<file path="config.mk">
export PLATFORM = sky130hd
export DESIGN_NAME = imem_loader_flat
export DESIGN_NICKNAME = d
export VERILOG_FILES = /design/src/rtl/imem_loader_pkg.sv /design/src/rtl/imem_loader_if.sv /design/src/rtl/imem_bank.sv /design/src/rtl/imem_loader.sv /design/src/flat_wrapper.sv
export SDC_FILE = /design/constraint.sdc
export NUM_CORES = 1
export LEC_CHECK = 0
export CAP_MARGIN = 0
export CORE_UTILIZATION = 25
export DETAILED_ROUTE_END_ITERATION = 10
export MAX_ROUTING_LAYER = met4
export PLACE_DENSITY = 0.45
export RECOVER_POWER = 50
export SYNTH_ARGS = -nofsm -noshare
export SYNTH_HDL_FRONTEND = slang
export SYNTH_SLANG_ARGS = --single-unit
</file>
<file path="constraint.sdc">
create_clock -name clk -period 2.5 [get_ports clk]
set_input_delay 0.5 -clock clk [delete_from_list [all_inputs] [get_ports clk]]
set_output_delay 0.5 -clock clk [all_outputs]
set_load 0.01 [all_outputs]
</file>
<file path="src/rtl/imem_loader_pkg.sv">
// Shared definitions for the polirv instruction-side loader: FSM state type and data widths.
package polirv_pkg;

  typedef enum logic [1:0] {
    IDLE = 2'd0,
    LOAD = 2'd1,
    RUN  = 2'd2
  } ld_state_t;

  localparam int unsigned INSTR_W = 32;
  localparam int unsigned BYTE_W  = 8;

endpackage

</file>
<file path="src/rtl/imem_loader_if.sv">
// Byte-stream load channel into the instruction memory loader.
//   ld_start : pulse, begin a new load
//   ld_valid : ld_byte valid this cycle
//   ld_byte  : program byte, little-endian within each word
//   ld_last  : final byte of the image
//   ld_ready : loader accepts a byte this cycle
interface imem_loader_if;
  import polirv_pkg::*;

  logic              ld_start;
  logic              ld_valid;
  logic [BYTE_W-1:0] ld_byte;
  logic              ld_last;
  logic              ld_ready;

  modport master (output ld_start, ld_valid, ld_byte, ld_last, input ld_ready);
  modport slave  (input ld_start, ld_valid, ld_byte, ld_last, output ld_ready);

endinterface

</file>
<file path="src/rtl/imem_bank.sv">
// Instruction word array: synchronous byte-lane write, synchronous clear-all, async read.
//   clk, rst : clock, synchronous active-high reset (clears all words)
//   clr      : synchronous clear of all words
//   we/waddr/lane/wbyte : write wbyte into byte lane 'lane' of word 'waddr'
//   raddr/rdata         : asynchronous word read
module imem_bank
  import polirv_pkg::*;
#(
  parameter int unsigned WADDR_W = 4
) (
  input  logic               clk,
  input  logic               rst,
  input  logic               clr,
  input  logic               we,
  input  logic [WADDR_W-1:0] waddr,
  input  logic [1:0]         lane,
  input  logic [BYTE_W-1:0]  wbyte,
  input  logic [WADDR_W-1:0] raddr,
  output logic [INSTR_W-1:0] rdata
);

  localparam int unsigned DEPTH = 1 << WADDR_W;

  logic [INSTR_W-1:0] mem [DEPTH];

  // Clear has priority over write so a byte coinciding with a restart is dropped.
  always_ff @(posedge clk) begin
    if (rst || clr) begin
      for (int i = 0; i < int'(DEPTH); i++) mem[i] <= '0;
    end else if (we) begin
      mem[waddr][{lane, 3'b000} +: BYTE_W] <= wbyte;
    end
  end

  assign rdata = mem[raddr];

endmodule

</file>
<file path="src/rtl/imem_loader.sv">
// Instruction memory owner for polirv: loads a byte-stream image, holds the core in
// reset until the image is complete, then serves single-cycle fetches.
//   clk, rst     : clock, synchronous active-high reset
//   ld           : load channel (slave side)
//   i_mem_addr   : fetch byte address (low two bits ignored)
//   i_mem_data   : fetched word, zero outside RUN
//   core_rst_n   : low holds polirv in reset
//   done         : high in RUN
//   err          : sticky overflow flag, cleared by rst or ld_start
//   words_loaded : words written by the current/last load (partial word counts)
module imem_loader
  import polirv_pkg::*;
#(
  parameter int unsigned i_addr_bits = 6
) (
  input  logic                   clk,
  input  logic                   rst,
  imem_loader_if.slave           ld,
  input  logic [i_addr_bits-1:0] i_mem_addr,
  output logic [INSTR_W-1:0]     i_mem_data,
  output logic                   core_rst_n,
  output logic                   done,
  output logic                   err,
  output logic [i_addr_bits-2:0] words_loaded
);

  localparam int unsigned WADDR_W = i_addr_bits - 2;
  localparam int unsigned PTR_W   = i_addr_bits - 1;
  localparam int unsigned DEPTH   = 1 << WADDR_W;

  ld_state_t          state_q, state_d;
  logic [1:0]         byte_cnt_q, byte_cnt_d;
  logic [PTR_W-1:0]   word_ptr_q, word_ptr_d;
  logic [PTR_W-1:0]   words_d;
  logic               xfer, full, we;
  logic [INSTR_W-1:0] rdata;
  logic               addr_lane_unused;

  // Fetches are word aligned; the lane bits carry no information here.
  assign addr_lane_unused = ^i_mem_addr[1:0];

  // Outputs decoded straight from the state register: no path from ld_* to ld_ready.
  assign ld.ld_ready = (state_q == LOAD);
  assign core_rst_n  = (state_q == RUN);
  assign done        = (state_q == RUN);

  // A byte arriving with ld_start is discarded along with the old image.
  assign xfer = (state_q == LOAD) && ld.ld_valid && !ld.ld_start;
  assign full = (word_ptr_q == PTR_W'(DEPTH)) && (byte_cnt_q == 2'd0);
  assign we   = xfer && !full;

  // Position after the current transfer; words_loaded counts a partial word as one.
  always_comb begin
    byte_cnt_d = byte_cnt_q + 2'd1;
    word_ptr_d = (byte_cnt_q == 2'd3) ? word_ptr_q + PTR_W'(1) : word_ptr_q;
    words_d    = word_ptr_d + PTR_W'(byte_cnt_d != 2'd0);
  end

  // Next-state logic; ld_start overrides everything but rst.
  always_comb begin
    state_d = state_q;
    case (state_q)
      IDLE: ;
      LOAD: begin
        if (xfer) begin
          if (full)             state_d = IDLE;
          else if (ld.ld_last)  state_d = RUN;
        end
      end
      RUN:  ;
      default: state_d = IDLE;
    endcase
    if (ld.ld_start) state_d = LOAD;
  end

  // State register.
  always_ff @(posedge clk) begin
    if (rst) state_q <= IDLE;
    else     state_q <= state_d;
  end

  // Load position, word count and sticky overflow flag.
  always_ff @(posedge clk) begin
    if (rst || ld.ld_start) begin
      byte_cnt_q   <= '0;
      word_ptr_q   <= '0;
      words_loaded <= '0;
      err          <= 1'b0;
    end else if (xfer) begin
      if (full) begin
        err <= 1'b1;
      end else begin
        byte_cnt_q   <= byte_cnt_d;
        word_ptr_q   <= word_ptr_d;
        words_loaded <= words_d;
      end
    end
  end

  imem_bank #(
    .WADDR_W (WADDR_W)
  ) u_bank (
    .clk   (clk),
    .rst   (rst),
    .clr   (ld.ld_start),
    .we    (we),
    .waddr (word_ptr_q[WADDR_W-1:0]),
    .lane  (byte_cnt_q),
    .wbyte (ld.ld_byte),
    .raddr (i_mem_addr[i_addr_bits-1:2]),
    .rdata (rdata)
  );

  assign i_mem_data = (state_q == RUN) ? rdata : '0;

endmodule

</file>
<file path="src/flat_wrapper.sv">
// flat-port wrapper written by rule: the top's interface ports become plain ports
module imem_loader_flat import polirv_pkg::*;
#(
  parameter int unsigned i_addr_bits = 6
)
  (clk, rst, i_mem_addr, i_mem_data, core_rst_n, done, err, words_loaded, ld_ld_start, ld_ld_valid, ld_ld_byte, ld_ld_last, ld_ld_ready);
  imem_loader_if ld_i ();
  input  logic clk;
  input  logic rst;
  input  logic [i_addr_bits-1:0] i_mem_addr;
  output logic [INSTR_W-1:0] i_mem_data;
  output logic core_rst_n;
  output logic done;
  output logic err;
  output logic [i_addr_bits-2:0] words_loaded;
  input wire logic [$bits(ld_i.ld_start)-1:0] ld_ld_start;
  input wire logic [$bits(ld_i.ld_valid)-1:0] ld_ld_valid;
  input wire logic [$bits(ld_i.ld_byte)-1:0] ld_ld_byte;
  input wire logic [$bits(ld_i.ld_last)-1:0] ld_ld_last;
  output wire logic [$bits(ld_i.ld_ready)-1:0] ld_ld_ready;
  assign ld_i.ld_start = ld_ld_start;
  assign ld_i.ld_valid = ld_ld_valid;
  assign ld_i.ld_byte = ld_ld_byte;
  assign ld_i.ld_last = ld_ld_last;
  assign ld_ld_ready = ld_i.ld_ready;
  imem_loader #(.i_addr_bits(i_addr_bits)) u_core (.clk(clk), .rst(rst), .ld(ld_i), .i_mem_addr(i_mem_addr), .i_mem_data(i_mem_data), .core_rst_n(core_rst_n), .done(done), .err(err), .words_loaded(words_loaded));
endmodule
</file>
# After elaboration in Yosys (flattened, before gate mapping)
# Memories as Yosys holds them, arrays and structs flattened.
# Cells that the tools add are included.
# Widths: inputs -> output; s select.
[totals]
register_bits = 15
ram_bits = 512
elab_cells = 56
memories = 1
[mem_list]
columns = ["name", "depth", "width", "read_ports", "rd_ports_with_merged_regs", "wr", "line_no", "text"]
rows = [
  ["u_core.u_bank.mem", 16, 32, 1, 0, 16, "imem_bank.sv:24", "logic [INSTR_W-1:0] mem [DEPTH];"],
]
[op_classes]
addsub = 4
n_eq_ne = 9
n_shift = 2
mux = 15
bitwise = 2
n_reduce_logical = 17
[op_table]
columns = ["cell", "n"]
rows = [
  ["$mux 32", 4],
  ["$reduce_or 32->1", 1],
  ["$shift 8x7->32 const A", 1],
  ["$shiftx 8x7->32", 1],
  ["$neg 5->7", 1],
  ["$mux 2", 3],
  ["$ne 3x2->1 const B", 2],
  ["$reduce_and 3->1", 2],
  ["$add 5x1->5", 1],
  ["$add 5x1->5 const B", 1],
  ["$eq 5x5->1 const B", 1],
  ["$mux 1", 5],
  ["$mux 5", 1],
  ["$eq 2x2->1 const B", 2],
  ["$logic_and 1x1->1", 4],
  ["$logic_not 2->1", 2],
  ["$mux 4", 1],
  ["$ne 2x1->1 const B", 2],
  ["$ne 4x3->1 const B", 1],
  ["$pmux 2 s2", 1],
  ["$reduce_and 2->1", 2],
  ["$reduce_or 2->1", 2],
  ["$add 2x1->2 const B", 1],
  ["$eq 2x1->1 const B", 1],
  ["4 further kinds", 6],
]

# Depth between registers and ports, before layout
[depth]
depth_word = 9
depth_mapped = 8
mapped_depth_nobuf = 7

# Modules after synthesis
# From an unflattened synthesis, not the netlist that was laid out.
[hier_totals]
hier_cells = 1687
area_unflattened_um2 = 23447.5
[by_module_without_submodules]
columns = ["module", "n_inst", "cells_per_inst", "area_each_um2", "seq_area_each_um2"]
rows = [
  ["imem_bank", 1, 1553, 22366.5, 15374.7],
  ["imem_loader", 1, 134, 1081.0, 300.3],
]

# Worst setup path before layout
# No wires, ideal clock.
[synth_timing]
kind = "reg-to-reg"
from = "reg u_core.byte_cnt_q[0]"
to = "mem u_core.u_bank.mem[1][0], enable pin"
setup_time_ps = 329
t_arrival_ps = 2077
required_ps = 2171
path_slack_ps = 94
stages_incl_launch_ff = 9
path_buffers = 2
synth_period_minus_slack_ps = 2406
cell_sequence = "dfxtp_1 inv_1 ha_1 buf_2 a311o_1 nor3_2 buf_4 nand3_4 nand2_1"
[synth_lines]
columns = ["element", "line_no", "text"]
rows = [
  ["from (decl)", "imem_loader.sv:32", "logic [1:0] byte_cnt_q, byte_cnt_d;"],
  ["from (signal assigned)", "imem_loader.sv:93", "byte_cnt_q <= byte_cnt_d;"],
  ["to (decl)", "imem_bank.sv:24", ""],
]

# Worst setup path in the final report
[layout_timing]
from = "reg u_core.state_q[1]"
to = "out i_mem_data[8]"
[layout_between]
elab_chain_cells = 2
[layout_rtl]
columns = ["element", "line_no", "text"]
rows = [
  ["from (decl)", "imem_loader.sv:31", "ld_state_t state_q, state_d;"],
  ["from (signal assigned)", "imem_loader.sv:79", "else state_q <= state_d;"],
  ["$eq 2x2->1", "imem_loader.sv:114", "assign i_mem_data = (state_q == RUN) ? rdata : '0;"],
  ["$mux 32", "imem_loader.sv:114", ""],
  ["to (decl)", "flat_wrapper.sv:11", "output logic [INSTR_W-1:0] i_mem_data;"],
]
# Every way passes these cells.

==> results.txt <==
Main synth FF type - edfxtp_1
Rows - 113
CTS Root Buffer Type - clkbuf_16
Cells after synthesis - 1669
Critical Path Sink Type - output pin
Vias in the first global route - 15420
Min-Delay Startpoint - u_core.words_loaded[2]$_SDFFE_PP0P_
Total global routing overflow - 0
P_leak - 0.01094 uW
RSZ-0062 raised after global routing - yes
Peak supply drop - 0.4868 mV
Clock Tree Buf Depth - 3
Power density over cell area - 647.4 nW/um^2
CP Launch Type - flip-flop
Reg-to-reg setup timing slack - 0.09 ns
Final GP Congestion - 0.7864
Hold Violations, Final - 0
Post-synth top area share - 64.26%
Drt drc - 0
Worst skew pair latency - 0.61 ns
Seq/Total Area, Yosys - 65.51%
Routed wire length - 69.29 mm
Clk slew on worst S/H paths - 0.06 ns
Min-delay worst type - reg -> reg
Reg2reg start - u_core.state_q[1]$_SDFFE_PP0P_
Yosys warning total - 0
First-pass GRT wire length - 103.0 mm
Synth Cell Area - 23930 sq um
I/O Buffers - 57
Cell taking the most area after synthesis - edfxtp_1
Post-synth EDFFs - 512
Worst r2r dst - u_core.u_bank.mem[4][30]$_SDFFCE_PN0P_
Antenna viol nets, final - 0
Mapped Avg Cell Area - 14.34 sq um
P&R area growth vs syn - 29.75%
Die Y - 311.4 um
Initial Utilization - 25.22%
Commonest cells post-synth - 524 x nor2_1, 512 x edfxtp_1, 116 x mux4_2
Io pins - 60
Die area - 96950 sq um
Failing checks - setup timing
Total Routing Usage GR - 14.66%
Reg2Reg Depth - 9
CTS buffer count - 57
Hold WS - 0.4859 ns
Placement Cell Area - 28500 sq um
Fin crit period - 2.869 ns
Relative slew slack - 55.01%
Die X - 311.4 um
TritonCTS clock tree - yes
Fin worst setup slack - -0.3686 ns
Final-report setup violation count - 32
Design area - 31040 sq um
Core box area - 94870 sq um
Seq cells post-synth - 527
Pre-CTS WS - -1.037 ns
Final Skew - 0.009880 ns
Initial DRC count - 993
Achievable Freq - 348.6 MHz
Ranking of synthesized cells by area - edfxtp_1 64%, mux4_2 11%, nor2_1 8.2%
Final nets - 2014
CP required - 2.00 ns
Slew @ Worst Pin - 0.6720 ns
Total number of vias - 14860
Status - finished, violations left
Distinct cells, synth - 51
Crit Path Class - reg -> out
Initial antenna violation count - 5
Highest fanout seen on the critical path - 5
Clk sinks - 527
Share of layout cells above drive strength 1 - 31.46%
FFs w/ async S/R, synth - 0%
Avg WL per Cell - 21.04 um
Worst path arrival time - 2.37 ns
Cells on Worst Hold Path - 2
Final TNS setup - -5.794 ns
Final Cycle Share - 114.7%
Vias per cell - 4.511
Post-DP HPWL - 49.39 mm
Syn_nets - 1701
DR pass1 iterations - 6
Most common cell in the netlist - nor2_1
Max Cap Viol - 0
Largest net degree at the start of global routing - 45
Slew Viols, Final - 0
WHS Endpoint - u_core.words_loaded[2]$_SDFFE_PP0P_
H-tree levels - 2
-- worst max path at each step --
stage                                            startpoint                                    end  slack, ns  cells past startpoint
after floorplan           u_core.byte_cnt_q[0]$_SDFFE_PP0P_  u_core.u_bank.mem[1][0]$_SDFFCE_PN0P_       0.09                      8
after global routing         u_core.state_q[1]$_SDFFE_PP0P_                          i_mem_data[1]      -0.43                      8
after CTS                    u_core.state_q[1]$_SDFFE_PP0P_                          i_mem_data[1]      -0.41                      8
final                        u_core.state_q[1]$_SDFFE_PP0P_                          i_mem_data[8]      -0.37                      8
after global placement                        i_mem_addr[4]                         i_mem_data[15]      -1.02                      5
after detailed placement                      i_mem_addr[4]                          i_mem_data[8]      -1.04                      5
-- layer usage --
layer  up-vias  wire length [um]  global-route usage [%]  part of all wire, %
met3        79              3282                   2.163                  4.7
met1      7664             29730                   18.63                   43
met4         0              1314                   3.426                  1.9
met2       288             34970                   24.59                   50
li1       6825                 -                       -                    -
met5         -                 0                       -                    0
-- stage by stage --
step,power [uW],utilization [%],instances
after floorplan,11030,-,1669
after CTS,20330,32.54,3279
after global routing,20750,32.72,3293
final,20100,32.72,3293
after global placement,11760,30.04,3153
after detailed placement,11790,30.04,3153
-- critical path: stages (launching register included) --
cell and delay [ns]:
dfxtp_2 0.32, nor2b_4 0.12, buf_12 0.14, buf_6 0.11, nor2b_4 0.12, buf_6 0.14, a22o_1 0.18, a221o_2 0.47
buf_6 0.16
-- report_power, final --
group | internal, uW | total, uW | leakage (uW) | switching, uW
Clock | 4890 | 8360 | 0.000891 | 3470
Combinational | 782 | 1560 | 0.00432 | 776
Sequential | 10100 | 10200 | 0.00573 | 116
-- area by class of cell --
| type | instances | area [sq um] |
|---|---|---|
| clock inverters | 34 | 317.8 |
| inverters | 11 | 41.29 |
| diodes | 3 | 7.507 |
| well taps | 1265 | 1583 |
| fillers | 9169 | 63830 |
| flip-flops and latches | 527 | 15680 |
| multi-input cells | 1019 | 7879 |
| clock buffers | 68 | 1510 |
| repair buffers | 366 | 4029 |
-- sequential cells by signal, indices dropped and copies added (netlist names) --
| register | count |
|---|---|
| u_core.u_bank.mem | 512 |
| u_core.word_ptr_q | 5 |
| u_core.words_loaded | 5 |
| u_core.byte_cnt_q | 2 |
| u_core.state_q | 2 |
| u_core.err | 1 |
-- layout by cell type, fill, tap and decap left out, types with 11 or more instances in the layout --
| cell type | n |
|---|---|
| nor2_1 | 522 |
| edfxtp_1 | 512 |
| buf_4 | 195 |
| mux4_2 | 116 |
| nand2_1 | 114 |
| buf_12 | 82 |
| clkbuf_16 | 60 |
| mux2i_1 | 50 |
| nand3_4 | 39 |
| buf_2 | 29 |
| buf_6 | 22 |
| clkdlybuf4s50_1 | 20 |
| mux2i_2 | 15 |
| clkinv_1 | 15 |
| a22oi_1 | 13 |
| ha_1 | 13 |
| dfxtp_1 | 13 |
| and3_1 | 12 |
| a22o_1 | 11 |
| o22ai_2 | 11 |
-- cells by family after synthesis --
| family | Yosys count | share of synthesized area, % |
|---|---|---|
| AND/OR/NAND/NOR | 739 | 14.91 |
| flip-flops | 527 | 65.51 |
| multiplexers | 185 | 13.81 |
| buffers and inverters | 123 | 2.526 |
| AO/OA/AOI/OAI | 78 | 2.411 |
| adder cells (fa/ha/maj) | 13 | 0.6798 |
| XOR/XNOR | 4 | 0.1464 |
-- what timing repair did --
action                                 4_1_cts  5_1_grt
gates cloned                                 4        1
resized for setup                          222       16
pin swaps                                   24       13
endpoints found under the hold margin        0        0
setup endpoints to repair                   33       42
buffers inserted                            20       14
hold buffers                                 0        0
(Power assumes the default switching activity.)
==> RTL change 1, RTL diff (same settings) <==
Make the reset (`rst`) asynchronous in one clocked block. Comments in the files are not updated.
--- a/src/rtl/imem_loader.sv
+++ b/src/rtl/imem_loader.sv
@@ -75,5 +75,5 @@
 
   // State register.
-  always_ff @(posedge clk) begin
+  always_ff @(posedge clk or posedge rst) begin
     if (rst) state_q <= IDLE;
     else     state_q <= state_d;
Behaviour: differs if rst is asserted again (counterexample within 4 cycles, from zero or initial values and one cycle with rst high); with rst held inactive, the same outputs for 4 cycles.
==> RTL change 1 against the original RTL <==
  * The flow still finishes with violations (negative setup slack)
  * Sequential cell count did not move
  * Routed wire length up 5.3%
  * Cell area down 1.4%
  * First-iteration DRC count up 12%
  * Power up 1.5%
  * Synthesized area decreased by 1.9%
  * Worst setup slack lost 0.0047 ns
  * Sequential share of layout area grew 0.73 points
  * Register-to-register slack worse by 0.18 ns
  * Non-clock buffer count down 22
  * Synthesized cell count grew 3.8%
  * Critical path type unchanged
==> RTL change 1: results (changes against the original RTL) <==
[run_status] outcome complete, but fails checks
[run_status] violated checks negative setup slack
[yosys] multiplexer share of the synthesized area 12.0% [-1.8 points]
[routing] metal1 wirelength 33.3 mm [+12%]
[timing] post-route setup slack -0.373 ns [-0.00475 ns]
[place] worst slack at placement -0.972 ns [+0.0652 ns]
[power] clock network fraction of total power 42.7% [+1.1 points]
[setup_path] delay contributed by the slowest stage of the critical path 0.38 ns [-0.09 ns]
[global_route] via count of the first global-routing pass 15600 [+1.3%]
[routing] Met2 Routed Length 34.8 mm [-0.37%]
[layout] Layout non-clock buf frac 11.9% [-1.0 points]
[timing] clock tree skew after final layout 0.0176 ns [+0.00771 ns]
[timing] Final setup violation count 86 [+170%]
[timing] setup TNS -10.57 ns [-4.78 ns]
[power] VDD IR-drop max 536 uV [+10%]
[timing] hold_ws 0.360 ns [-0.126 ns]
[setup_path] cell depth of the worst flop-to-flop path 8 [-1]
[yosys] Yosys cell types 47 [-7.8%]
[yosys] part of the Yosys area used for sequential elements 66.8% [+1.3 points]
[layout] area grow syn2layout 30.5%
[global_route] number of antenna violations at the first check in global routing 0 [-5]
[layout] number of ordinary inverters in the final layout 8 [-3]
[yosys] share of flip-flops with an asynchronous set or reset after synthesis 0.380% [+0.38 points]
[layout] Layout fillers 9018 [-1.6%]
[setup_path] Worst R2R Setup Slack -0.09 ns [-0.18 ns]
[place] placer's final routability congestion estimate 0.818 [+4.0%]
[yosys] xor-xnor portion of the synthesized cell area 0.373% [+0.23 points]
[cts] clock buffer count from CTS 61 [+7.0%]
[place] placed cell area 28100 um^2 [-1.3%]
[cts] insertion delay of the later-clocked pin in the worst-skew pair 0.64 ns [+0.03 ns]
[global_route] pin count of the biggest net entering global routing 31 [-31%]
[RTL change 1: cell types whose count changed in the layout (fill, tap and decap cells not counted), sizes merged, moves of 12 or more]
cell / before / now
nand3: 49 / 19
nor2b: 4 / 26
a311oi: 0 / 23
clkbuf: 71 / 92
a211oi: 1 / 23
nand2: 118 / 155
o21ai: 5 / 25
buf: 340 / 295
mux2i: 68 / 45
a21oi: 8 / 23
o22ai: 21 / 9
[RTL change 1: worst max-delay path by stage]
stage                                end  slack, ns  cells after the start                  from
2_1_floorplan  u_core.u_bank.mem[11][16]      0.009                      9  u_core.byte_cnt_q[0]
3_3_place_gp              i_mem_data[20]      -0.97                     10         i_mem_addr[4]
3_5_place_dp              i_mem_data[20]      -0.97                     10         i_mem_addr[4]
4_1_cts                   i_mem_data[17]      -0.41                      9     u_core.state_q[0]
5_1_grt                    i_mem_data[7]      -0.44                     10     u_core.state_q[0]
6_report                   i_mem_data[7]      -0.37                     10     u_core.state_q[0]
==> RTL change 2, RTL diff (same flow settings) <==
Made on the original files. `BYTE_W`: 8 -> 10.
--- a/src/rtl/imem_loader_pkg.sv
+++ b/src/rtl/imem_loader_pkg.sv
@@ -9,5 +9,5 @@
 
   localparam int unsigned INSTR_W = 32;
-  localparam int unsigned BYTE_W  = 8;
+  localparam int unsigned BYTE_W  = 10;
 
 endpackage
Interface: changed (resized ld_ld_byte); port bits go from 60 to 62. The function was not compared with the original's and may differ.
==> RTL change 2 against the original RTL <==
  * The run still ends with negative setup slack left
  * Maximum frequency fell by 0.14%
  * Power up 2.5%
  * Synthesized area increased by 1.4%
  * Sequential cell count unchanged
  * Routed wire length increased by 8.9%
  * Global-route usage up 1.1 points
  * Worst setup slack worse by 0.0041 ns
  * Cell area hardly changed
  * Combinational power shrank 11%
  * Synthesized cell count up 8.8%
  * Largest power group unchanged
  * Highest routed layer unchanged
==> RTL change 2: results (changes against the original RTL) <==
[routing] vias after detailed routing 16300 [+9.9%]
[power] total combinational power 0.00139 W [-11%]
[timing] transition time at the pin with the least slew margin 0.701 ns [+0.0286 ns]
[setup_path] Worst R2R Setup Slack -0.19 ns [-0.28 ns]
[place] worst slack at placement -0.685 ns [+0.352 ns]
[power] clock network power consumption 0.00902 W [+7.9%]
[routing] metal1 wirelength 33.5 mm [+13%]
[global_route] met3 Use GR 1.72% [-0.44 points]
[yosys] multiplexer share of the synthesized area 12.7% [-1.1 points]
[global_route] via count of the first global-routing pass 16600 [+7.5%]
[routing] routed length on met3 3.32 mm [+1.1%]
[timing] Final setup violation count 475 [+1400%]
[cts] clock buffer count from CTS 60 [+5.3%]
[place] number of placed cells counting well taps 3262 [+3.5%]
[yosys] compound-cell area share of the yosys netlist 5.77% [+3.4 points]
[run_status] violated checks negative setup slack
[yosys] Area contributors post-synth sky130_fd_sc_hd__edfxtp_1 (63%), sky130_fd_sc_hd__mux4_2 (9.8%), sky130_fd_sc_hd__nor2_1 (6.4%), sky130_fd_sc_hd__mux2i_1 (2.8%), sky130_fd_sc_hd__nor3_1 (1.7%)
[yosys] total nets after synthesis 1851 [+8.8%]
[global_route] met2 GRT Util 25.5% [+0.91 points]
[yosys] xor-xnor portion of the synthesized cell area 0.144% [-0.0020 points]
[layout] share of post-route cells with drive strength above 1 28.4% [-3.1 points]
[timing] setup TNS -32.98 ns [-27.19 ns]
[global_route] met1 track utilization from global routing 21.1% [+2.4 points]
[place] placer's final routability congestion estimate 0.792 [+0.69%]
[power] switch share 22.4% [+0.69 points]
[yosys] top post-synthesis cells by count sky130_fd_sc_hd__edfxtp_1 (512), sky130_fd_sc_hd__nor2_1 (415), sky130_fd_sc_hd__mux4_2 (106)
[place] DP Wirelength 53.4 mm [+8.0%]
[yosys] Yosys cell types 53 [+3.9%]
[layout] antenna diode count 0 [-3]
[yosys] adder-cell share of the synthesized area 0.722% [+0.043 points]
[power] power consumption 0.0206 W [+2.5%]
[place] placed cell area 28400 um^2 [-0.34%]
[routing] drt total wl 75.4 mm [+8.9%]
[timing] post-route setup slack -0.373 ns [-0.00405 ns]
[power] leak pwr 10.9 nW [-0.46%]
[routing] count of routing violations after the opening detailed-route iteration 1401 [+41%]
[timing] clock tree skew after final layout 0.0404 ns [+0.0305 ns]
[cts] number of buffers inserted to repair setup after CTS 24 [+20%]
[run_status] outcome complete, but fails checks
[yosys] part of the Yosys area used for sequential elements 64.6% [-0.88 points]
[routing] Met2 Routed Length 36.5 mm [+4.4%]
[setup_path] cell family with the largest share of critical-path delay simple AND/OR/NAND/NOR gates
[place] count of port buffers added during placement 59 [+3.5%]
[cts] insertion delay of the later-clocked pin in the worst-skew pair 0.63 ns [+0.02 ns]
[global_route] number of antenna violations at the first check in global routing 0 [-5]
[global_route] overall fraction of global-route tracks in use 15.8% [+1.1 points]
[global_route] wire length of the first global-routing pass 112 mm [+8.7%]
[power] VDD IR-drop max 489 uV [+0.55%]
[layout] fin nets 2123 [+5.4%]
[setup_path] endpoint of the most critical register-to-register path u_core.u_bank.mem[4][7]
[RTL change 2: cell types whose count changed in the layout (fill, tap and decap cells not counted), sizes merged, moves of 15 or more]
cell	delta
nor2	-109
nand2	-15
clkbuf	+18
o21ai	+72
a21oi	+31
nor3	+78
[RTL change 2: worst min path at each step]
stage,from,endpoint,slack [ns],cells past startpoint
after detailed placement,u_core.err,u_core.err,0.46,1
after global placement,u_core.err,u_core.err,0.45,1
after CTS,u_core.err,u_core.err,0.47,1
final,u_core.err,u_core.err,0.46,1
after floorplan,u_core.words_loaded[3],u_core.words_loaded[3],0.49,2
after global routing,u_core.err,u_core.err,0.51,1
[RTL change 2: cell type report]
class / instances / area (um^2)
fill: 9439 / 64600
multi-input combinational: 1124 / 8240
clock buffer: 75 / 1580
timing repair buffer: 366 / 3480
tap: 1265 / 1580
inverter: 9 / 33.8
sequential: 527 / 15700
clock inverter: 38 / 427
